`src/rtl/apple_placer.sv`:
```
// apple_placer: picks a free apple cell on the 7x6 snake grid.
// A request loads a pseudo-random start cell taken from a free-running LFSR. The occupancy
// bitmap is then scanned one cell per clock, wrapping around the board, until a free cell
// is found or every cell has been checked.
//
// Ports:
//   i_Clk          game clock, all state on the rising edge
//   i_Reset        asynchronous active-high reset
//   i_Occupied     occupancy bitmap, bit n = cell n (n = Y*7+X); held stable while o_Busy
//   i_Req          placement request, only sampled while idle
//   o_Busy         search in progress
//   o_Done         one-cycle pulse when the search has finished
//   o_Full         valid with o_Done; no free cell was found
//   o_Apple_X/Y    placed apple column / row
//   o_Apple_Index  placed apple linear index, Y*7+X
module apple_placer #(
   parameter int unsigned GRID_COLS = 7,
   parameter int unsigned GRID_ROWS = 6,
   parameter int unsigned CELLS     = 42,
   parameter logic [5:0]  LFSR_SEED = 6'h01
) (
   input  logic             i_Clk,
   input  logic             i_Reset,
   input  logic [CELLS-1:0] i_Occupied,
   input  logic             i_Req,
   output logic             o_Busy,
   output logic             o_Done,
   output logic             o_Full,
   output logic [2:0]       o_Apple_X,
   output logic [2:0]       o_Apple_Y,
   output logic [5:0]       o_Apple_Index
);

   localparam logic [2:0] LastX   = 3'(GRID_COLS - 1);
   localparam logic [2:0] LastY   = 3'(GRID_ROWS - 1);
   localparam logic [5:0] LastIdx = 6'(CELLS - 1);

   typedef enum logic [0:0] {StIdle, StScan} state_e;

   state_e     r_state, w_state_d;
   logic [5:0] r_lfsr;
   logic [2:0] r_cur_x, w_cur_x_d;
   logic [2:0] r_cur_y, w_cur_y_d;
   logic [5:0] r_cur_idx, w_cur_idx_d;
   logic [5:0] r_count, w_count_d;
   logic       r_busy, w_busy_d;
   logic       r_done, w_done_d;
   logic       r_full, w_full_d;
   logic [2:0] r_apple_x, w_apple_x_d;
   logic [2:0] r_apple_y, w_apple_y_d;
   logic [5:0] r_apple_idx, w_apple_idx_d;

   logic [2:0] w_x0, w_y0;
   logic [5:0] w_idx0;
   logic       w_cell_occ;

   // Fold the 3-bit LFSR fields into the legal X/Y ranges without a divider.
   always_comb begin
      w_x0 = (r_lfsr[2:0] == 3'd7) ? 3'd0 : r_lfsr[2:0];
      unique case (r_lfsr[5:3])
         3'd6:    w_y0 = 3'd0;
         3'd7:    w_y0 = 3'd1;
         default: w_y0 = r_lfsr[5:3];
      endcase
      // y0*7 as y0*8 - y0
      w_idx0 = {w_y0, 3'b000} - {3'b000, w_y0} + {3'b000, w_x0};
   end

   assign w_cell_occ = i_Occupied[r_cur_idx];

   always_comb begin
      w_state_d     = r_state;
      w_cur_x_d     = r_cur_x;
      w_cur_y_d     = r_cur_y;
      w_cur_idx_d   = r_cur_idx;
      w_count_d     = r_count;
      w_busy_d      = r_busy;
      w_done_d      = 1'b0;
      w_full_d      = r_full;
      w_apple_x_d   = r_apple_x;
      w_apple_y_d   = r_apple_y;
      w_apple_idx_d = r_apple_idx;
      unique case (r_state)
         StIdle: begin
            if (i_Req) begin
               w_cur_x_d   = w_x0;
               w_cur_y_d   = w_y0;
               w_cur_idx_d = w_idx0;
               w_count_d   = 6'd0;
               w_busy_d    = 1'b1;
               w_full_d    = 1'b0;
               w_state_d   = StScan;
            end
         end
         StScan: begin
            if (!w_cell_occ) begin
               w_apple_x_d   = r_cur_x;
               w_apple_y_d   = r_cur_y;
               w_apple_idx_d = r_cur_idx;
               w_done_d      = 1'b1;
               w_full_d      = 1'b0;
               w_busy_d      = 1'b0;
               w_state_d     = StIdle;
            end else if (r_count == LastIdx) begin
               // Every cell checked; apple outputs keep their last placement.
               w_done_d  = 1'b1;
               w_full_d  = 1'b1;
               w_busy_d  = 1'b0;
               w_state_d = StIdle;
            end else begin
               if (r_cur_x == LastX) begin
                  w_cur_x_d = 3'd0;
                  w_cur_y_d = (r_cur_y == LastY) ? 3'd0 : r_cur_y + 3'd1;
               end else begin
                  w_cur_x_d = r_cur_x + 3'd1;
               end
               w_cur_idx_d = (r_cur_idx == LastIdx) ? 6'd0 : r_cur_idx + 6'd1;
               w_count_d   = r_count + 6'd1;
            end
         end
         default: w_state_d = StIdle;
      endcase
   end

   always_ff @(posedge i_Clk or posedge i_Reset) begin
      if (i_Reset) begin
         r_state     <= StIdle;
         r_lfsr      <= LFSR_SEED;
         r_cur_x     <= 3'd0;
         r_cur_y     <= 3'd0;
         r_cur_idx   <= 6'd0;
         r_count     <= 6'd0;
         r_busy      <= 1'b0;
         r_done      <= 1'b0;
         r_full      <= 1'b0;
         r_apple_x   <= 3'd0;
         r_apple_y   <= 3'd0;
         r_apple_idx <= 6'd0;
      end else begin
         r_state     <= w_state_d;
         // x^6+x^5+1, free-running in every state
         r_lfsr      <= {r_lfsr[4:0], r_lfsr[5] ^ r_lfsr[4]};
         r_cur_x     <= w_cur_x_d;
         r_cur_y     <= w_cur_y_d;
         r_cur_idx   <= w_cur_idx_d;
         r_count     <= w_count_d;
         r_busy      <= w_busy_d;
         r_done      <= w_done_d;
         r_full      <= w_full_d;
         r_apple_x   <= w_apple_x_d;
         r_apple_y   <= w_apple_y_d;
         r_apple_idx <= w_apple_idx_d;
      end
   end

   assign o_Busy        = r_busy;
   assign o_Done        = r_done;
   assign o_Full        = r_full;
   assign o_Apple_X     = r_apple_x;
   assign o_Apple_Y     = r_apple_y;
   assign o_Apple_Index = r_apple_idx;

endmodule
```
`config.mk`:
```
export PLATFORM = sky130hd
export DESIGN_NAME = apple_placer
export DESIGN_NICKNAME = d
export VERILOG_FILES = /design/src/rtl/apple_placer.sv
export SDC_FILE = /design/constraint.sdc
export NUM_CORES = 1
export LEC_CHECK = 0
export ABC_CLOCK_PERIOD_IN_PS = 2600
export CORE_MARGIN = 4
export CORE_UTILIZATION = 51
export CTS_CLUSTER_SIZE = 28
export DETAILED_ROUTE_END_ITERATION = 16
export GPL_TIMING_DRIVEN = 0
export PLACE_DENSITY = 0.82
export SLEW_MARGIN = 40
export SYNTH_ARGS = -nofsm -noshare
export SYNTH_HDL_FRONTEND = slang
export SYNTH_SLANG_ARGS = --single-unit
```
`constraint.sdc`:
```
create_clock -name i_Clk -period 2.6 [get_ports i_Clk]
set_input_delay 0.52 -clock i_Clk [delete_from_list [all_inputs] [get_ports i_Clk]]
set_output_delay 0.52 -clock i_Clk [all_outputs]
set_load 0.1 [all_outputs]
```
==> metrics, run 1 <==
static leakage=0.00153 uW; Post-DRT Antenna Nets=0; via count=between 2000 and 2500; CTS Sinks=40; Yosys top cell by area=dfrtp_1; Seq/Total Area, Yosys=0.380; Min Hold Slack=between 400 and 500 ps; measured slew at the worst slew-check pin=roughly 570 ps; final core utilization=0.685; fmax=405 MHz; worst clock skew=between 9 and 10 ps; Sequential Area=1000 sq um; post-DP HPWL=around 4800 um; synth top area cells=dfrtp_1 (37%), mux2i_1 (7.2%), mux2_4 (5.7%); number of synthesized flops with an enable pin=0; DRT iter0 DRCs=between 100 and 150; Yosys top cell area share=0.370; cells after synthesis=256; clock network latency to the later pin of the worst-skew pair=~300 ps; clock-pin slew on the worst setup and hold paths=roughly 70 ps; syn_area_per_cell=a little over 10 sq um; Post-route DRC=0; Syn-to-layout area delta=26.8%; num ports=60; hold wc startpoint=r_lfsr[0]; Fillers=382; first-pass GRT wire length=10800 um; power density over cell area=between 1000 and 1500 nW/um^2; DIE WIDTH=between 70 and 80 um; layout cells sized above 1=0.191; IO buf count=~60; commonest cells in the netlist=dfrtp_1 (39), nand2_1 (24), mux2i_1 (19), o21ai_0 (15); Total GRT Usage=0.215; Most used DFF post-synth=dfrtp_1; # setup viols final=0; Critical Path AT=around 2700 ps; post-detailed-route wirelength per cell=15.9 um; RSZ-0062 raised after global routing=no; number of global-route vias before repair=between 2000 and 2500; CTS tree=done; Max Slew Vio Count=0; area of the multi-input gates=around 1500 sq um; synthesized cell area=roughly 2600 sq um; CTS Buf Count=5; Post-synth ARST share=1.00; DR vias/cell=between 5 and 6; crit share post-route=0.951; Period minus WS final=2470 ps; Core Area=between 4000 and 5000 sq um; VDD IR max=0.539 mV; worst-case clock buffer depth=2; most common cell in the synthesized netlist=dfrtp_1; Ant. Diodes=0; syn_nets=a little over 300; hold buffers post-CTS=0; Hold/Removal Path Class=reg2reg; CP max FO=10; Yosys reg bits=40; Nets=between 300 and 400; Yosys cell types=61; initial antenna violation count=0; Synth warnings=0; pin count of the biggest net entering global routing=26; postcts setup bufs=0; routability cong.=about 0.82; crit end category=flip-flop; Root Buffer=clkbuf_8; DRT Pass-1 Iters=4; chip height=between 70 and 80 um; crit start category=input port; status=completed; # rows=25; H-tree Lvls=2; Total Wirelength=~6200 um; R2R Path Start=r_cur_idx[0]; GR Overflow Total=0; # resized after CTS=0; Initial Utilization=0.541; CP Class=in2reg; # Max-Cap Violations=0; Crit. Startpoint=i_Occupied[29]; Final Hold Vio Count=0; Slew HR=0.621; full die area=~6400 sq um; Worst EP required=roughly 2800 ps
-- flip-flops by register name, indices dropped and copies added, names as in the netlist --
signal,cells
o_Apple_Y,3
r_cur_y,3
r_cur_x,3
r_cur_idx,6
o_Apple_Index,6
r_count,6
o_Apple_X,3
o_Full,1
r_lfsr,6
r_state,1
o_Done,1
o_Busy,1
-- report_power, final --
| part | leakage (uW) | switching [uW] | internal, uW |
|---|---|---|---|
| Sequential | 0.000534 | 117 | 771 |
| Combinational | 0.000945 | 1340 | 765 |
| Clock | 0.0000479 | 220 | 187 |
| Total | 0.00153 | 1680 | 1720 |
-- metal layers --
metal,vias to the layer above,part of all wire,track usage
met1,1044,0.44,0.296
met4,0,0.010,0.0507
met2,69,0.49,0.350
met5,-,0,0
met3,8,0.062,0.0395
li1,1068,-,-
-- cells by family (layout without fill, tap and decap cells) --
group / count (synthesis) / in the layout / synth area share
multiplexers: 36 / 36 / 0.170
buffers and inverters: 29 / 97 / 0.0693
XOR/XNOR: 7 / 7 / 0.0232
flip-flops: 40 / 40 / 0.380
AND/OR/NAND/NOR: 67 / 67 / 0.137
AO/OA/AOI/OAI: 69 / 69 / 0.183
adder cells (fa/ha/maj): 8 / 8 / 0.0370
-- per-stage QoR --
stage               cell area [sq um]  cells  total power [uW]  worst slack, ps  setup TNS (ps)
finish                           3340    391              3400              128               0
detailed placement               3260    383              3010             -187           -2600
global route                     3340    391              3620             45.0               0
CTS                              3340    391              3420              123               0
global placement                 3310    382              3020             -141           -1990
floorplan                        2640    256              2570              318               0
-- area by class of cell --
type,instances,area share
flip-flops and latches,40,0.300
clock buffers,5,0.0206
clock inverters,3,0.00561
inverters,15,0.0168
plain buffers,14,0.0378
multi-input cells,187,0.434
repair buffers,60,0.160
well taps,67,0.0251
-- critical path: stages --
cell,delay (ps)
clkdlybuf4s50_1,410
mux4_1,490
mux2_2,290
nand3_2,100
a211o_4,150
nand2_4,90
nor2_8,140
buf_12,150
mux2_4,300
-- worst paths after layout --
check                              endpoint  slack, ps  cells past startpoint
min reg2reg                       r_lfsr[1]        420                      0
max in group asynchronous         r_lfsr[0]       1580                      3
min                               r_lfsr[1]        420                      0
max                        o_Apple_Index[3]        130                      9
min in group asynchronous      o_Apple_X[0]        490                      2
max reg2reg                o_Apple_Index[3]        150                      9
-- cell usage in the layout (no fill, tap or decap), drive strengths merged, types with 6 or more instances in the layout --
master	n
buf	26
clkdlybuf4s50	44
clkbuf	9
nand2	25
mux2	15
nor2	14
xnor2	6
ha	7
inv	14
a21oi	15
o21ai	21
nor2b	6
mux2i	19
dfrtp	39
a22oi	6
Power figures use the tool's default switching activity.
==> run 2, diff against run 1 <==
- ABC_CLOCK_PERIOD_IN_PS: 2600 -> 2100
- CORE_UTILIZATION: 51 -> 46
- CTS_CLUSTER_SIZE: 28 -> not set
- PLACE_DENSITY: 0.82 -> 0.78
- clock period: 2.6 -> 2.1 ns (I/O delays scaled with it)
==> metrics, run 2 (synthesized netlist as in run 1, its figures left out) <==
measured slew at the worst slew-check pin=between 500 and 600 ps; number of global-route vias before repair=approximately 2200; Initial Utilization=0.476; Total GRT Usage=0.188; crit end category=flip-flop; num ports=60; hold buffers post-CTS=0; CTS Sinks=40; # setup viols final=33; post-detailed-route wirelength per cell=between 15 and 20 um; Total Wirelength=about 6900 um; routability cong.=0.841; layout cells sized above 1=0.312; slowest cell on the critical path=mux4_2; crit start category=flip-flop; DIE WIDTH=about 84 um; power density over cell area=~1400 nW/um^2; Syn-to-layout area delta=41.8%; DRT Pass-1 Iters=5; post-DP HPWL=between 4000 and 5000 um; status=complete, but fails checks; worst-case clock buffer depth=2; clock share of power=0.094; P_sw=2440 uW; fmax=~420 MHz; Nets=395; sequential share of power=0.210; first-pass GRT wire length=~11000 um; Critical Path AT=2570 ps; most frequent cells in the layout=clkdlybuf4s50_1 (44), dfrtp_1 (39), nand2_1 (20), mux2i_1 (19), buf_2 (16); Final Hold Vio Count=0; IO buf count=59; crit share post-route=1.14; GR Overflow Total=0; worst path cell trace=buf_6, mux4_2, mux2_4, nand3_4, a211o_4, nand2_8, nor2_8, buf_6, buf_12, mux2_4; Post-DRT Antenna Nets=0; placed cells=between 300 and 400; CTS tree=done; Fillers=a little under 400; Ant. Diodes=0; clock-pin slew on the worst setup and hold paths=approximately 80 ps; final core utilization=0.675; DRT iter0 DRCs=around 210; Worst EP required=between 2000 and 2500 ps; Period minus WS final=~2400 ps; CTS Buf Count=5; final worst setup slack=-295 ps; Slew HR=0.601; fin cells=slightly above 400; slowest stage delay, CP=around 500 ps; pin count of the biggest net entering global routing=22; CP Class=reg2reg; full die area=7010 sq um; worst clock skew=~10 ps; failing checks=negative setup slack; Core Area=5540 sq um; RSZ-0062 raised after global routing=yes; most common cell after layout, fill and taps aside=clkdlybuf4s50_1; CP bufs+invs=3; DR vias/cell=around 5.6; CP max FO=6; Hold/Removal Path Class=reg2reg; CP delay by family, top=multiplexers; via count=2331; chip height=83.7 um; # Max-Cap Violations=0; Logic pwr share=0.695; Root Buffer=clkbuf_8; Post-route DRC=0; VDD IR max=~0.9 mV; initial antenna violation count=0; # rows=27; Sw Share=0.466; Max Slew Vio Count=0; clock network latency to the later pin of the worst-skew pair=between 200 and 300 ps; H-tree Lvls=2; static leakage=around 0.0017 uW; Pint=2790 uW
## run 2: changes by cell type in the layout (fill, tap and decap cells not counted), sizes merged
cell	change
clkinvlp	+1
clkinv	-2
clkbuf	+1
buf	+19
## run 2: what timing repair did
action	in CTS	in global routing
gates resized for setup	19	31
endpoints found under the hold margin	0	0
buffers inserted	11	6
endpoints found under the setup margin	32	34
pin swaps	3	14
cloned	2	1
## run 2: path summary, 6_finish.rpt
path,slack [ps],endpoint,startpoint,cells after the start
worst max-delay path,-290,o_Apple_Index[2],r_cur_idx[0],10
worst min-delay path,430,r_lfsr[1],r_lfsr[0],0
worst max register to register,-290,o_Apple_Index[2],r_cur_idx[0],10
worst min register to register,430,r_lfsr[1],r_lfsr[0],0
max in group asynchronous,1080,r_lfsr[0],i_Reset,3
min in group asynchronous,470,o_Apple_X[0],i_Reset,2
## run 2: layout make-up
type / instances / area [sq um] / share of cell area
Multi-Input combinational cell: 187 / 1610 / 0.431
Sequential cell: 40 / 1000 / 0.268
Timing Repair Buffer: 80 / 766 / 0.205
Buffer: 14 / 134 / 0.0358
Tap cell: 72 / 90.1 / 0.0241
Clock buffer: 5 / 68.8 / 0.0184
Inverter: 15 / 56.3 / 0.0151
Clock inverter: 2 / 12.5 / 0.00334
## run 2: layer usage
layer | wire length [um] | vias to the layer above | GRT usage
met1 | 2760 | 1152 | 0.249
met5 | 0 | - | 0
li1 | - | 1098 | -
met2 | 3680 | 71 | 0.315
met4 | 105 | 0 | 0.0599
met3 | 337 | 10 | 0.0276
## run 2: power groups by stage
stage	logic (uW)	clock network (uW)	registers, uW
2_1_floorplan	1560	0	1650
3_3_place_gp	2660	0	1100
3_5_place_dp	2630	0	1110
4_1_cts	3170	498	1090
5_1_grt	3850	538	1130
6_report	3630	492	1100
## run 2: metrics by stage
step	power, uW	setup TNS, ps	setup slack, ps	hold slack [ps]	instance area (sq um)
floorplan	3210	-1860	-171	380	2630
global placement	3770	-16130	-538	398	3310
detailed placement	3740	-14320	-575	404	3270
CTS	4760	-6110	-285	423	3550
global route	5520	-10060	-383	438	3740
finish	5220	-7190	-295	426	3740
